$ cat src/rtl/wb_result_stage.sv
// wb_result_stage: write-back source select, load extract and one-cycle rf write; WB_BYPASS_EN lets COMMIT accept the next instruction
module wb_result_stage #(
    parameter int XLEN       = 32,
    parameter int REG_ADDR_W = 5
) (
    input  logic                  clk,
    input  logic                  reset,
    input  logic                  in_valid,
    output logic                  in_ready,
    input  logic [1:0]            in_result_sel,
    input  logic [XLEN-1:0]       in_alu_result,
    input  logic [XLEN-1:0]       in_pc_plus4,
    input  logic [XLEN-1:0]       in_imm,
    input  logic [2:0]            in_funct3,
    input  logic [REG_ADDR_W-1:0] in_rd,
    input  logic                  in_reg_write,
    input  logic                  mem_rsp_valid,
    input  logic [XLEN-1:0]       mem_rsp_data,
    output logic                  rf_we,
    output logic [REG_ADDR_W-1:0] rf_waddr,
    output logic [XLEN-1:0]       rf_wdata,
    output logic                  busy
);
    localparam logic [1:0] IDLE     = 2'd0;
    localparam logic [1:0] WAIT_MEM = 2'd1;
    localparam logic [1:0] COMMIT   = 2'd2;
    logic [1:0]            state_q, state_d;
    logic [1:0]            offset_q, offset_d;
    logic [2:0]            funct3_q, funct3_d;
    logic [REG_ADDR_W-1:0] rd_q, rd_d;
    logic                  reg_write_q, reg_write_d;
    logic                  rf_we_q, rf_we_d;
    logic [REG_ADDR_W-1:0] rf_waddr_q, rf_waddr_d;
    logic [XLEN-1:0]       rf_wdata_q, rf_wdata_d;
    logic                  accept, load_done;
    logic [7:0]            byte_sel;
    logic [15:0]           half_sel;
    logic [XLEN-1:0]       load_val, direct_val;
    always_comb begin
`ifdef WB_BYPASS_EN
        in_ready = state_q == IDLE || state_q == COMMIT;
`else
        in_ready = state_q == IDLE;
`endif
        accept    = in_valid && in_ready;
        load_done = state_q == WAIT_MEM && mem_rsp_valid;
        state_d   = accept ? (in_result_sel == 2'b01 ? WAIT_MEM : COMMIT)
                  : state_q == WAIT_MEM ? (mem_rsp_valid ? COMMIT : WAIT_MEM) : IDLE;
        offset_d    = accept ? in_alu_result[1:0] : offset_q;
        funct3_d    = accept ? in_funct3 : funct3_q;
        rd_d        = accept ? in_rd : rd_q;
        reg_write_d = accept ? in_reg_write : reg_write_q;
        byte_sel = mem_rsp_data[{offset_q, 3'b000} +: 8];
        half_sel = offset_q[1] ? mem_rsp_data[31:16] : mem_rsp_data[15:0];
        load_val = funct3_q[1:0] == 2'b00 ? {{(XLEN-8){~funct3_q[2] & byte_sel[7]}}, byte_sel}
                 : funct3_q[1:0] == 2'b01 ? {{(XLEN-16){~funct3_q[2] & half_sel[15]}}, half_sel}
                 : mem_rsp_data;
        direct_val = in_result_sel == 2'b00 ? in_alu_result
                   : in_result_sel == 2'b10 ? in_pc_plus4 : in_imm;
        // address/data only move on an actual write so the rf sees stable values otherwise
        rf_we_d    = (accept && in_result_sel != 2'b01) ? (in_reg_write && in_rd != '0)
                   : load_done ? (reg_write_q && rd_q != '0) : 1'b0;
        rf_waddr_d = rf_we_d ? (load_done ? rd_q : in_rd) : rf_waddr_q;
        rf_wdata_d = rf_we_d ? (load_done ? load_val : direct_val) : rf_wdata_q;
        rf_we    = rf_we_q;
        rf_waddr = rf_waddr_q;
        rf_wdata = rf_wdata_q;
        busy     = state_q != IDLE;
    end
    always_ff @(posedge clk) begin
        if (reset) begin
            state_q     <= IDLE;
            offset_q    <= '0;
            funct3_q    <= '0;
            rd_q        <= '0;
            reg_write_q <= 1'b0;
            rf_we_q     <= 1'b0;
            rf_waddr_q  <= '0;
            rf_wdata_q  <= '0;
        end else begin
            state_q     <= state_d;
            offset_q    <= offset_d;
            funct3_q    <= funct3_d;
            rd_q        <= rd_d;
            reg_write_q <= reg_write_d;
            rf_we_q     <= rf_we_d;
            rf_waddr_q  <= rf_waddr_d;
            rf_wdata_q  <= rf_wdata_d;
        end
    end
endmodule

$ cat config.mk
export PLATFORM = sky130hd
export DESIGN_NAME = wb_result_stage
export DESIGN_NICKNAME = d
export VERILOG_FILES = /design/src/rtl/wb_result_stage.sv
export SDC_FILE = /design/constraint.sdc
export NUM_CORES = 1
export LEC_CHECK = 0
export ABC_CLOCK_PERIOD_IN_PS = 2400
export BUFFER_PORTS_ARGS = -buffer_cell sky130_fd_sc_hd__buf_2
export CORE_MARGIN = 4
export CORE_UTILIZATION = 50
export DETAILED_ROUTE_END_ITERATION = 7
export GPL_ROUTABILITY_DRIVEN = 0
export PLACE_DENSITY = 0.86
export SKIP_CTS_REPAIR_TIMING = 1
export SYNTH_ARGS = -nofsm -noshare
export SYNTH_HDL_FRONTEND = slang
export SYNTH_SLANG_ARGS = --single-unit
$ cat constraint.sdc
create_clock -name clk -period 2.4 [get_ports clk]
set_input_delay 0.24 -clock clk [delete_from_list [all_inputs] [get_ports clk]]
set_output_delay 0.24 -clock clk [all_outputs]
set_load 0.01 [all_outputs]
==> results of run 1 <==
## per-stage QoR
stage | cell area [um^2] | hold slack (ns)
after global placement | 4567 | 0.4440
after detailed placement | 4567 | 0.4492
after floorplan | 3666 | 0.3760
final | 4691 | 0.1688
after global routing | 4691 | 0.1600
after CTS | 4688 | 0.1662
## power by group
| group | internal (W) | leakage [nW] | total [W] | switching (W) |
|---|---|---|---|---|
| clock network | 0.000343 | 0.0618 | 0.000641 | 0.000298 |
| registers | 0.000896 | 0.417 | 0.000933 | 0.0000366 |
| logic | 0.000294 | 1.77 | 0.000609 | 0.000315 |
| total | 0.00153 | 2.25 | 0.00218 | 0.000650 |
## critical path, stage by stage, from the launching register on
cell     delay [ns]
dfxtp_1        0.58
nor2b_1        0.62
a22o_1         0.23
a22oi_1        0.06
a22o_1         0.26
o22ai_1        0.16
## layout by cell type (no fill, tap or decap), types with 5 or more instances in the layout
cell      netlist  layout
a211oi_1        9       9
a21oi_1        29      29
a22o_1         16      16
a22oi_1         8       8
a31oi_1         8       8
and2_1         17      17
and3b_1         7       7
buf_2          16     182
buf_4           0      10
clkbuf_8        0       6
dfxtp_1        51      51
inv_1           5       5
mux2_2         18      18
mux2i_1        37      37
mux4_2          6       6
nand2_1        71      71
nand2b_1        9       9
nor2_1         17      17
nor2b_1         9       9
nor3_1         10      10
o21ai_0        46      46
o21ai_1        10      10
o22ai_1         8       8
## flip-flops by register name, indices dropped and copies added (netlist names)
| name | count |
|---|---|
| funct3_q | 3 |
| offset_q | 2 |
| rf_wdata | 32 |
| rf_we | 1 |
| reg_write_q | 1 |
| rd_q | 5 |
| state_q | 2 |
| rf_waddr | 5 |
## kinds of logic (layout without fill, tap and decap cells)
group | Yosys count | in the layout
compound gates | 142 | 142
buf+inv | 45 | 206
flops | 51 | 51
mux | 64 | 64
other cells | 0 | 1
simple gates | 146 | 146
## final cells by class
class	count	area share (%)
clock buffers	6	1.760
inverters	6	0.4801
multi-input cells	352	51.53
clock inverters	2	0.8269
well taps	96	2.561
flip-flops and latches	51	21.77
repair buffers	192	21.02
diodes	1	0.05335
## path summary, 6_finish.rpt
check | startpoint | to | cells after the start
min | in_funct3[0] | funct3_q[0]$_SDFFE_PP0P_ | 3
max | offset_q[1]$_SDFFE_PP0P_ | rf_wdata[9]$_SDFFE_PP0P_ | 5
max reg2reg | offset_q[1]$_SDFFE_PP0P_ | rf_wdata[9]$_SDFFE_PP0P_ | 5
min reg2reg | rf_wdata[17]$_SDFFE_PP0P_ | rf_wdata[17]$_SDFFE_PP0P_ | 2
## metal layers
metal	part of all wire, %	vias to the layer above	track usage, %	wire length, um
met2	48	252	43.36	5807
li1	-	1931	-	-
met1	41	1918	34.81	5005
met4	1.5	0	6.980	183
met3	9.5	20	4.988	1158
met5	0	-	0	0
==> impl_metrics.tcl, run 1 <==
set metrics [dict create \
    multi_input_area_mm2 0.002417 \
    synth_area_leaders "dfxtp_1 (28%), mux2i_1 (10%), nand2_1 (7.3%)" \
    nNetsFinal 751 \
    regToRegSetupSlack_ns 0.40 \
    start_kind "register" \
    fin_total_pwr_w 0.002184 \
    max_freq_mhz 500.2 \
    syn_area_mm2 0.003666 \
    synth_xor_area_share_pct 0 \
    grt-ovfl-total 0 \
    ant_nets 0 \
    place_inst 697 \
    io_buffers 182 \
    cts_made_buffers 5 \
    gr-usage-all-layers_pct 26.15 \
    synth-simple-area-share_pct 19.83 \
    synth-compound-area-share_pct 24.64 \
    rsz0062_at_grt "false" \
    worst-path-max-fanout 12 \
    clk_latency_ns 0.30 \
    hold_path.class "in -> reg" \
    worst-endpoint-required_ns 2.63 \
    routed_via_density 5.837 \
    async_flop_share_pct 0 \
    yosysMostFrequentCell "nand2_1" \
    area_growth_pct 27.95 \
    maxSlewViolCount 0 \
    io_pins 183 \
    ys_seq_area_share_pct 27.85 \
    cts_buffer_depth 2 \
    cap_violations 0 \
    post_drt_wl_per_cell_um 17.22 \
    dieArea_mm2 0.008766 \
    die_h_um 93.63 \
    cts.sinks 51 \
    grt_pass1_vias 3818 \
    synthCells 448 \
    hold_viol_final 0 \
    initial_utilization_pct 52.79 \
    layout.cells.non_filler 706 \
    synth_fa_ha_area_share_pct 0 \
    dp_worst_setup_slack_ns 0.4513 \
    critPathKind "reg -> reg" \
    htreeDepth 2 \
    drt_wl_total_um 12160 \
    worst_pin_slew_ns 0.6993 \
    ys_types 37 \
    leakagePower_nw 2.250 \
    rows 30 \
    drt-pass1-iter-count 6 \
    muxShareOfSynthArea_pct 21.47 \
    num_vias 4121 \
    crit_arrival_ns 2.23 \
    grt_pass1_wl_um 18430 \
    yosysTopAreaCellShare_pct 27.85 \
    power_density_mw_per_mm2 465.5 \
    drive_gt1_share_pct 38.75 \
    yosysTopAreaCell "dfxtp_1" \
    post-route-period-util_pct 83.30 \
    clockRootBuffer "clkbuf_8" \
    clkSlewWorstSetupHoldPaths_ns 0.10 \
    fin_skew_ns 0.008707 \
    peakVddDrop_mv 0.2356 \
    status "completed" \
    fillers 607 \
    core_area_mm2 0.006944 \
    relSlewSlack_pct 53.31 \
    ys_ff_latch 51 \
    endpoint_kind "register" \
    post-route-min-period_ns 1.999 \
    drc 0 \
    regArea_mm2 0.001021 \
    tns_ns 0 \
    ys.flop_type "dfxtp_1" \
    hpwl_um 9287 \
    die_w_um 93.63 \
    avgSynthCellArea_um2 8.183 \
    final.setup.worst_slack_ns 0.4008 \
    drt_first_iter_violations 263 \
    post-route-util_pct 67.55 \
    synth_nets 591 \
    synth_top_family_by_area "compound AO/OA/AOI/OAI gates" \
    setup_viol 0 \
    ys_warn_count 0 \
    grt_max_degree 32 \
    ys_top_cells_by_count "nand2_1 (71), dfxtp_1 (51), o21ai_0 (46)" \
    antenna_found_initial 1 \
    cts_tree "yes" \
    synth_edf_count 0 \
]
Note: power is estimated with default switching activity, not from simulation.
==> run 2, diff against run 1 <==
--- a/config.mk
+++ b/config.mk
@@ -5,13 +5,14 @@
 export SDC_FILE = /design/constraint.sdc
 export NUM_CORES = 1
 export LEC_CHECK = 0
-export ABC_CLOCK_PERIOD_IN_PS = 2400
+export ABC_AREA = 1
+export ABC_CLOCK_PERIOD_IN_PS = 1900
 export BUFFER_PORTS_ARGS = -buffer_cell sky130_fd_sc_hd__buf_2
 export CORE_MARGIN = 4
-export CORE_UTILIZATION = 50
+export CORE_UTILIZATION = 46
 export DETAILED_ROUTE_END_ITERATION = 7
 export GPL_ROUTABILITY_DRIVEN = 0
-export PLACE_DENSITY = 0.86
+export PLACE_DENSITY = 0.81
 export SKIP_CTS_REPAIR_TIMING = 1
 export SYNTH_ARGS = -nofsm -noshare
 export SYNTH_HDL_FRONTEND = slang
==> constraint.sdc (replaced) <==
create_clock -name clk -period 1.9 [get_ports clk]
set_input_delay 0.19 -clock clk [delete_from_list [all_inputs] [get_ports clk]]
set_output_delay 0.19 -clock clk [all_outputs]
set_load 0.01 [all_outputs]
==> run 2 against run 1 <==
Synthesized cell count increased by 36%. Fmax increased by 19%. Largest power group unchanged. Register-to-register slack got worse by 0.18 ns. Core utilization decreased by 5.5 points. Largest cell class unchanged. Critical path type unchanged.
==> impl_metrics.tcl, run 2 <==
set metrics [dict create \
    crit_arrival_ns 1.89 \
    die_h_um 96.11 \
    layout_commonest_cell "nand2_1" \
    initial_utilization_pct 48.20 \
    rows 31 \
    r2r-start "offset_q[1]$_SDFFE_PP0P_" \
    cp_common_cell "nand2_1" \
    yosysTopAreaCellShare_pct 28.59 \
    n_antenna_cell 0 \
    critical_path.top_delay_family "simple AND/OR/NAND/NOR gates" \
    drc 0 \
    yosysTopAreaCell "dfxtp_1" \
    min-delay-start "reset" \
    post-route-period-util_pct 88.63 \
    cts_made_buffers 5 \
    relSlewSlack_pct 68.89 \
    cts_buffer_depth 2 \
    maxSlewViolCount 0 \
    tns_ns 0 \
    clkSlewWorstSetupHoldPaths_ns 0.10 \
    fin_skew_ns 0.01563 \
    crit_buf_inv 1 \
    ys_warn_count 0 \
    routed_via_density 5.354 \
    max_freq_mhz 593.8 \
    status "completed" \
    synth_edf_count 0 \
    largest_register_ffs 32 \
    worst-endpoint-required_ns 2.10 \
    num_vias 4653 \
    post-route-util_pct 62.00 \
    multi_input_area_mm2 0.002118 \
    async_flop_share_pct 0 \
    synth_area_leaders "dfxtp_1 (29%), nand2_1 (20%), o21ai_0 (8.7%)" \
    whs_ns 0.08292 \
    fillers 741 \
    area_growth_pct 28.63 \
    hpwl_um 9581 \
    io_buffers 182 \
    endpoint_kind "register" \
    post_dp_cell_area_mm2 0.004521 \
    synthCells 609 \
    cts.sinks 51 \
    hold_viol_final 0 \
    slowest_stage "dfxtp_1" \
    ys.flop_type "dfxtp_1" \
    gr-usage-all-layers_pct 26.53 \
    die_w_um 96.11 \
    grt-ovfl-total 0 \
    hold_path.class "in -> reg" \
    antenna_found_initial 0 \
    synth_nets 752 \
    ys_seq_area_share_pct 28.59 \
    cts_tree "yes" \
    yosysMostFrequentCell "nand2_1" \
    ant_nets 0 \
    grt_pass1_wl_um 19320 \
    power_density_mw_per_mm2 574.3 \
    start_kind "register" \
    core_area_mm2 0.007408 \
    worst-path-max-fanout 17 \
    dieArea_mm2 0.009236 \
    clockRootBuffer "clkbuf_8" \
    drt_wl_total_um 12360 \
    peakVddDrop_mv 0.2949 \
    slowest_delay_ns 0.50 \
    drive_gt1_share_pct 28.83 \
    post_drt_wl_per_cell_um 14.22 \
    io_pins 183 \
    htreeDepth 2 \
    grt_max_degree 43 \
    mostFrequentLayoutCells "nand2_1 (186), buf_2 (182), o21ai_0 (62), a21oi_1 (54), nand3_1 (52)" \
    drt-pass1-iter-count 5 \
    rsz0062_at_grt "false" \
    cp-startpoint "offset_q[1]$_SDFFE_PP0P_" \
    critPathKind "reg -> reg" \
    cap_violations 0 \
    fin_area_mm2 0.004593 \
    ys_types 25 \
    syn_area_mm2 0.003571 \
    path_cells "inv_2, nand2_1, nand3_1, nand4_4, nand2_1, nor2_1, o21ai_1" \
    ys_ff_latch 51 \
    drt_first_iter_violations 311 \
    worst_pin_slew_ns 0.4660 \
    post-route-min-period_ns 1.684 \
    nNetsFinal 914 \
    ys_top_cells_by_count "nand2_1 (186), o21ai_0 (62), a21oi_1 (54)" \
    avgSynthCellArea_um2 5.864 \
    clk_latency_ns 0.32 \
    setup_viol 0 \
    grt_pass1_vias 4175 \
    regArea_mm2 0.001021 \
    leakagePower_nw 2.479 \
]
run 2: kinds of logic (layout without fill, tap and decap cells):
family / count (synthesis) / in the layout / share of synthesized area, %
AO/OA/AOI/OAI: 136 / 136 / 19.38
buffers and inverters: 100 / 261 / 12.23
flip-flops: 51 / 51 / 28.59
AND/OR/NAND/NOR: 322 / 322 / 39.80
run 2: cell type report:
type	count	area share (%)
flip-flops and latches	51	22.23
multi-input cells	458	46.12
well taps	99	2.697
clock buffers	6	1.580
inverters	57	4.658
repair buffers	198	22.72
run 2: stage by stage:
stage,power [W],worst slack [ns],cells
2_1_floorplan,0.001712,0.5489,609
3_3_place_gp,0.002029,0.3527,863
3_5_place_dp,0.002048,0.2650,863
4_1_cts,0.002643,0.2549,869
5_1_grt,0.002792,0.03604,869
6_report,0.002638,0.2161,869
run 2: final timing paths:
check	cells past startpoint	end	slack (ns)
hold / removal	2	rf_wdata[7]$_SDFFE_PP0P_	0.08
setup reg to reg	7	rf_wdata[8]$_SDFFE_PP0P_	0.22
setup / recovery	7	rf_wdata[8]$_SDFFE_PP0P_	0.22
hold reg to reg	2	rd_q[3]$_SDFFE_PP0P_	0.48
run 2: where the power goes:
group / total, W / leakage, nW / switching (W) / internal (W)
clock: 0.000608 / 0.0371 / 0.000360 / 0.000247
sequential: 0.00119 / 0.419 / 0.0000475 / 0.00114
combinational: 0.000839 / 2.02 / 0.000496 / 0.000343
total: 0.00264 / 2.48 / 0.000904 / 0.00173
run 2: metal layers:
layer | GRT usage [%] | wire length, um
met1 | 35.32 | 5156
met2 | 43.59 | 5598
met3 | 4.691 | 1430
met4 | 7.938 | 174
met5 | 0 | 0
==> run 3, diff against run 2 <==
--- a/config.mk
+++ b/config.mk
@@ -5,14 +5,13 @@
 export SDC_FILE = /design/constraint.sdc
 export NUM_CORES = 1
 export LEC_CHECK = 0
-export ABC_AREA = 1
 export ABC_CLOCK_PERIOD_IN_PS = 1900
 export BUFFER_PORTS_ARGS = -buffer_cell sky130_fd_sc_hd__buf_2
 export CORE_MARGIN = 4
-export CORE_UTILIZATION = 46
+export CORE_UTILIZATION = 47
 export DETAILED_ROUTE_END_ITERATION = 7
 export GPL_ROUTABILITY_DRIVEN = 0
-export PLACE_DENSITY = 0.81
+export PLACE_DENSITY = 0.82
 export SKIP_CTS_REPAIR_TIMING = 1
 export SYNTH_ARGS = -nofsm -noshare
 export SYNTH_HDL_FRONTEND = slang
==> run 3 against run 2 <==
Sequential power hardly changed. Design area is 3.2% higher. Clock power increased by 4.9%. Sequential cell count is the same. Final cell count shrank 18%. Fmax down 5.5%. Die area grew 0.44%. Worst hold slack gained 0.043 ns. Critical path type unchanged. Clock skew fell by 0.0037 ns. Critical path depth is 1 lower. Register-to-register slack lost 0.097 ns.
==> impl_metrics.tcl, run 3 (synthesis gave the netlist of run 1 again) <==
set metrics [dict create \
    grt_pass1_vias 3931 \
    slowest_delay_ns 0.46 \
    clockRootBuffer "clkbuf_8" \
    tns_ns 0 \
    post-route-util_pct 63.96 \
    status "completed" \
    grt-ovfl-total 0 \
    hold_viol_final 0 \
    io_buffers 182 \
    relSlewSlack_pct 66.74 \
    crit_arrival_ns 1.97 \
    layout_commonest_cell "buf_2" \
    antenna_found_initial 0 \
    num_vias 4035 \
    power_density_mw_per_mm2 550.3 \
    hpwl_um 9551 \
    leakagePower_nw 2.269 \
    crit_buf_inv 2 \
    hold_path.class "in -> reg" \
    worst-path-max-fanout 19 \
    nNetsFinal 756 \
    cts_made_buffers 5 \
    drt_wl_total_um 12310 \
    htreeDepth 2 \
    slowest_stage "dfxtp_1" \
    die_h_um 96.32 \
    rows 31 \
    cts_tree "yes" \
    cp-startpoint "offset_q[1]$_SDFFE_PP0P_" \
    cts.sinks 51 \
    start_kind "register" \
    clk_latency_ns 0.32 \
    die_w_um 96.32 \
    peakVddDrop_mv 0.2891 \
    gr-usage-all-layers_pct 26.04 \
    min-delay-start "in_funct3[1]" \
    drive_gt1_share_pct 39.41 \
    area_growth_pct 29.25 \
    regArea_mm2 0.001022 \
    ant_nets 0 \
    r2r-start "offset_q[1]$_SDFFE_PP0P_" \
    critical_path.top_delay_family "compound AO/OA/AOI/OAI gates" \
    drc 0 \
    worst_pin_slew_ns 0.4989 \
    n_antenna_cell 0 \
    critPathKind "reg -> reg" \
    setup_viol 0 \
    dieArea_mm2 0.009277 \
    whs_ns 0.1257 \
    post-route-period-util_pct 93.76 \
    endpoint_kind "register" \
    io_pins 183 \
    core_area_mm2 0.007408 \
    largest_register_ffs 32 \
    regToRegSetupSlack_ns 0.12 \
    worst-endpoint-required_ns 2.09 \
    mostFrequentLayoutCells "buf_2 (182), nand2_1 (71), dfxtp_1 (50), o21ai_0 (46), mux2i_1 (37)" \
    maxSlewViolCount 0 \
    cap_violations 0 \
    grt_pass1_wl_um 18780 \
    fillers 686 \
    rsz0062_at_grt "false" \
    drt_first_iter_violations 283 \
    grt_max_degree 34 \
    clkSlewWorstSetupHoldPaths_ns 0.10 \
    fin_skew_ns 0.01197 \
    drt-pass1-iter-count 6 \
    post-route-min-period_ns 1.781 \
    max_freq_mhz 561.4 \
    routed_via_density 5.659 \
    initial_utilization_pct 49.48 \
    post_drt_wl_per_cell_um 17.27 \
    cts_buffer_depth 2 \
    path_cells "buf_4, inv_1, a22o_1, a22oi_1, a22o_1, o22ai_1" \
    multi_input_area_mm2 0.002424 \
    cp_common_cell "a22o_1" \
]
-- run 3: cell types whose count changed in the layout (fill, tap and decap cells not counted), sizes merged, moves of 25 or more --
cell / change
nand3: -57
nand2: -116
a21oi: -25
nor2: -29
mux2i: +37
inv: -51
nand4: -27
-- run 3: through the flow --
step / worst slack (ns) / power [W] / instances / area, um^2
after detailed placement: 0.08771 / 0.001984 / 705 / 4646
after global routing: 0.05123 / 0.002733 / 713 / 4738
final: 0.1186 / 0.002608 / 713 / 4738
after floorplan: 0.2845 / 0.001658 / 448 / 3666
after CTS: 0.06803 / 0.002609 / 713 / 4731
after global placement: 0.1414 / 0.001955 / 705 / 4646
-- run 3: report_power, final --
part           internal [W]  switching, W  total [W]
combinational      0.000388      0.000409   0.000797
sequential          0.00113     0.0000401    0.00117
clock              0.000259      0.000379   0.000638
total               0.00178      0.000828    0.00261
-- run 3: per-layer routing --
| layer | GRT usage [%] | up-vias | share of wire [%] |
|---|---|---|---|
| met5 | 0 | - | 0 |
| met4 | 8.061 | 0 | 2.0 |
| met3 | 4.144 | 19 | 8.9 |
| met2 | 46.12 | 219 | 50 |
| met1 | 32.21 | 1853 | 39 |
| li1 | - | 1944 | - |
-- run 3: layout make-up --
cell class                      count  area share (%)
Sequential cell                    51           21.57
Clock inverter                      2          0.2641
Clock buffer                        6           1.532
Inverter                            6          0.4753
Timing Repair Buffer              197           22.39
Tap cell                           99           2.614
Multi-Input combinational cell    352           51.15
-- run 3: final timing paths --
path | endpoint | cells past startpoint
max | rf_wdata[15]$_SDFFE_PP0P_ | 6
max reg2reg | rf_wdata[15]$_SDFFE_PP0P_ | 6
min | funct3_q[1]$_SDFFE_PP0P_ | 3
min reg2reg | rf_wdata[28]$_SDFFE_PP0P_ | 2
-- run 3: worst reg2reg max path: stages, from the launching register on --
cell and delay [ns]:
dfxtp_1 0.46, buf_4 0.28, inv_1 0.19, a22o_1 0.24, a22oi_1 0.24, a22o_1 0.20
o22ai_1 0.07
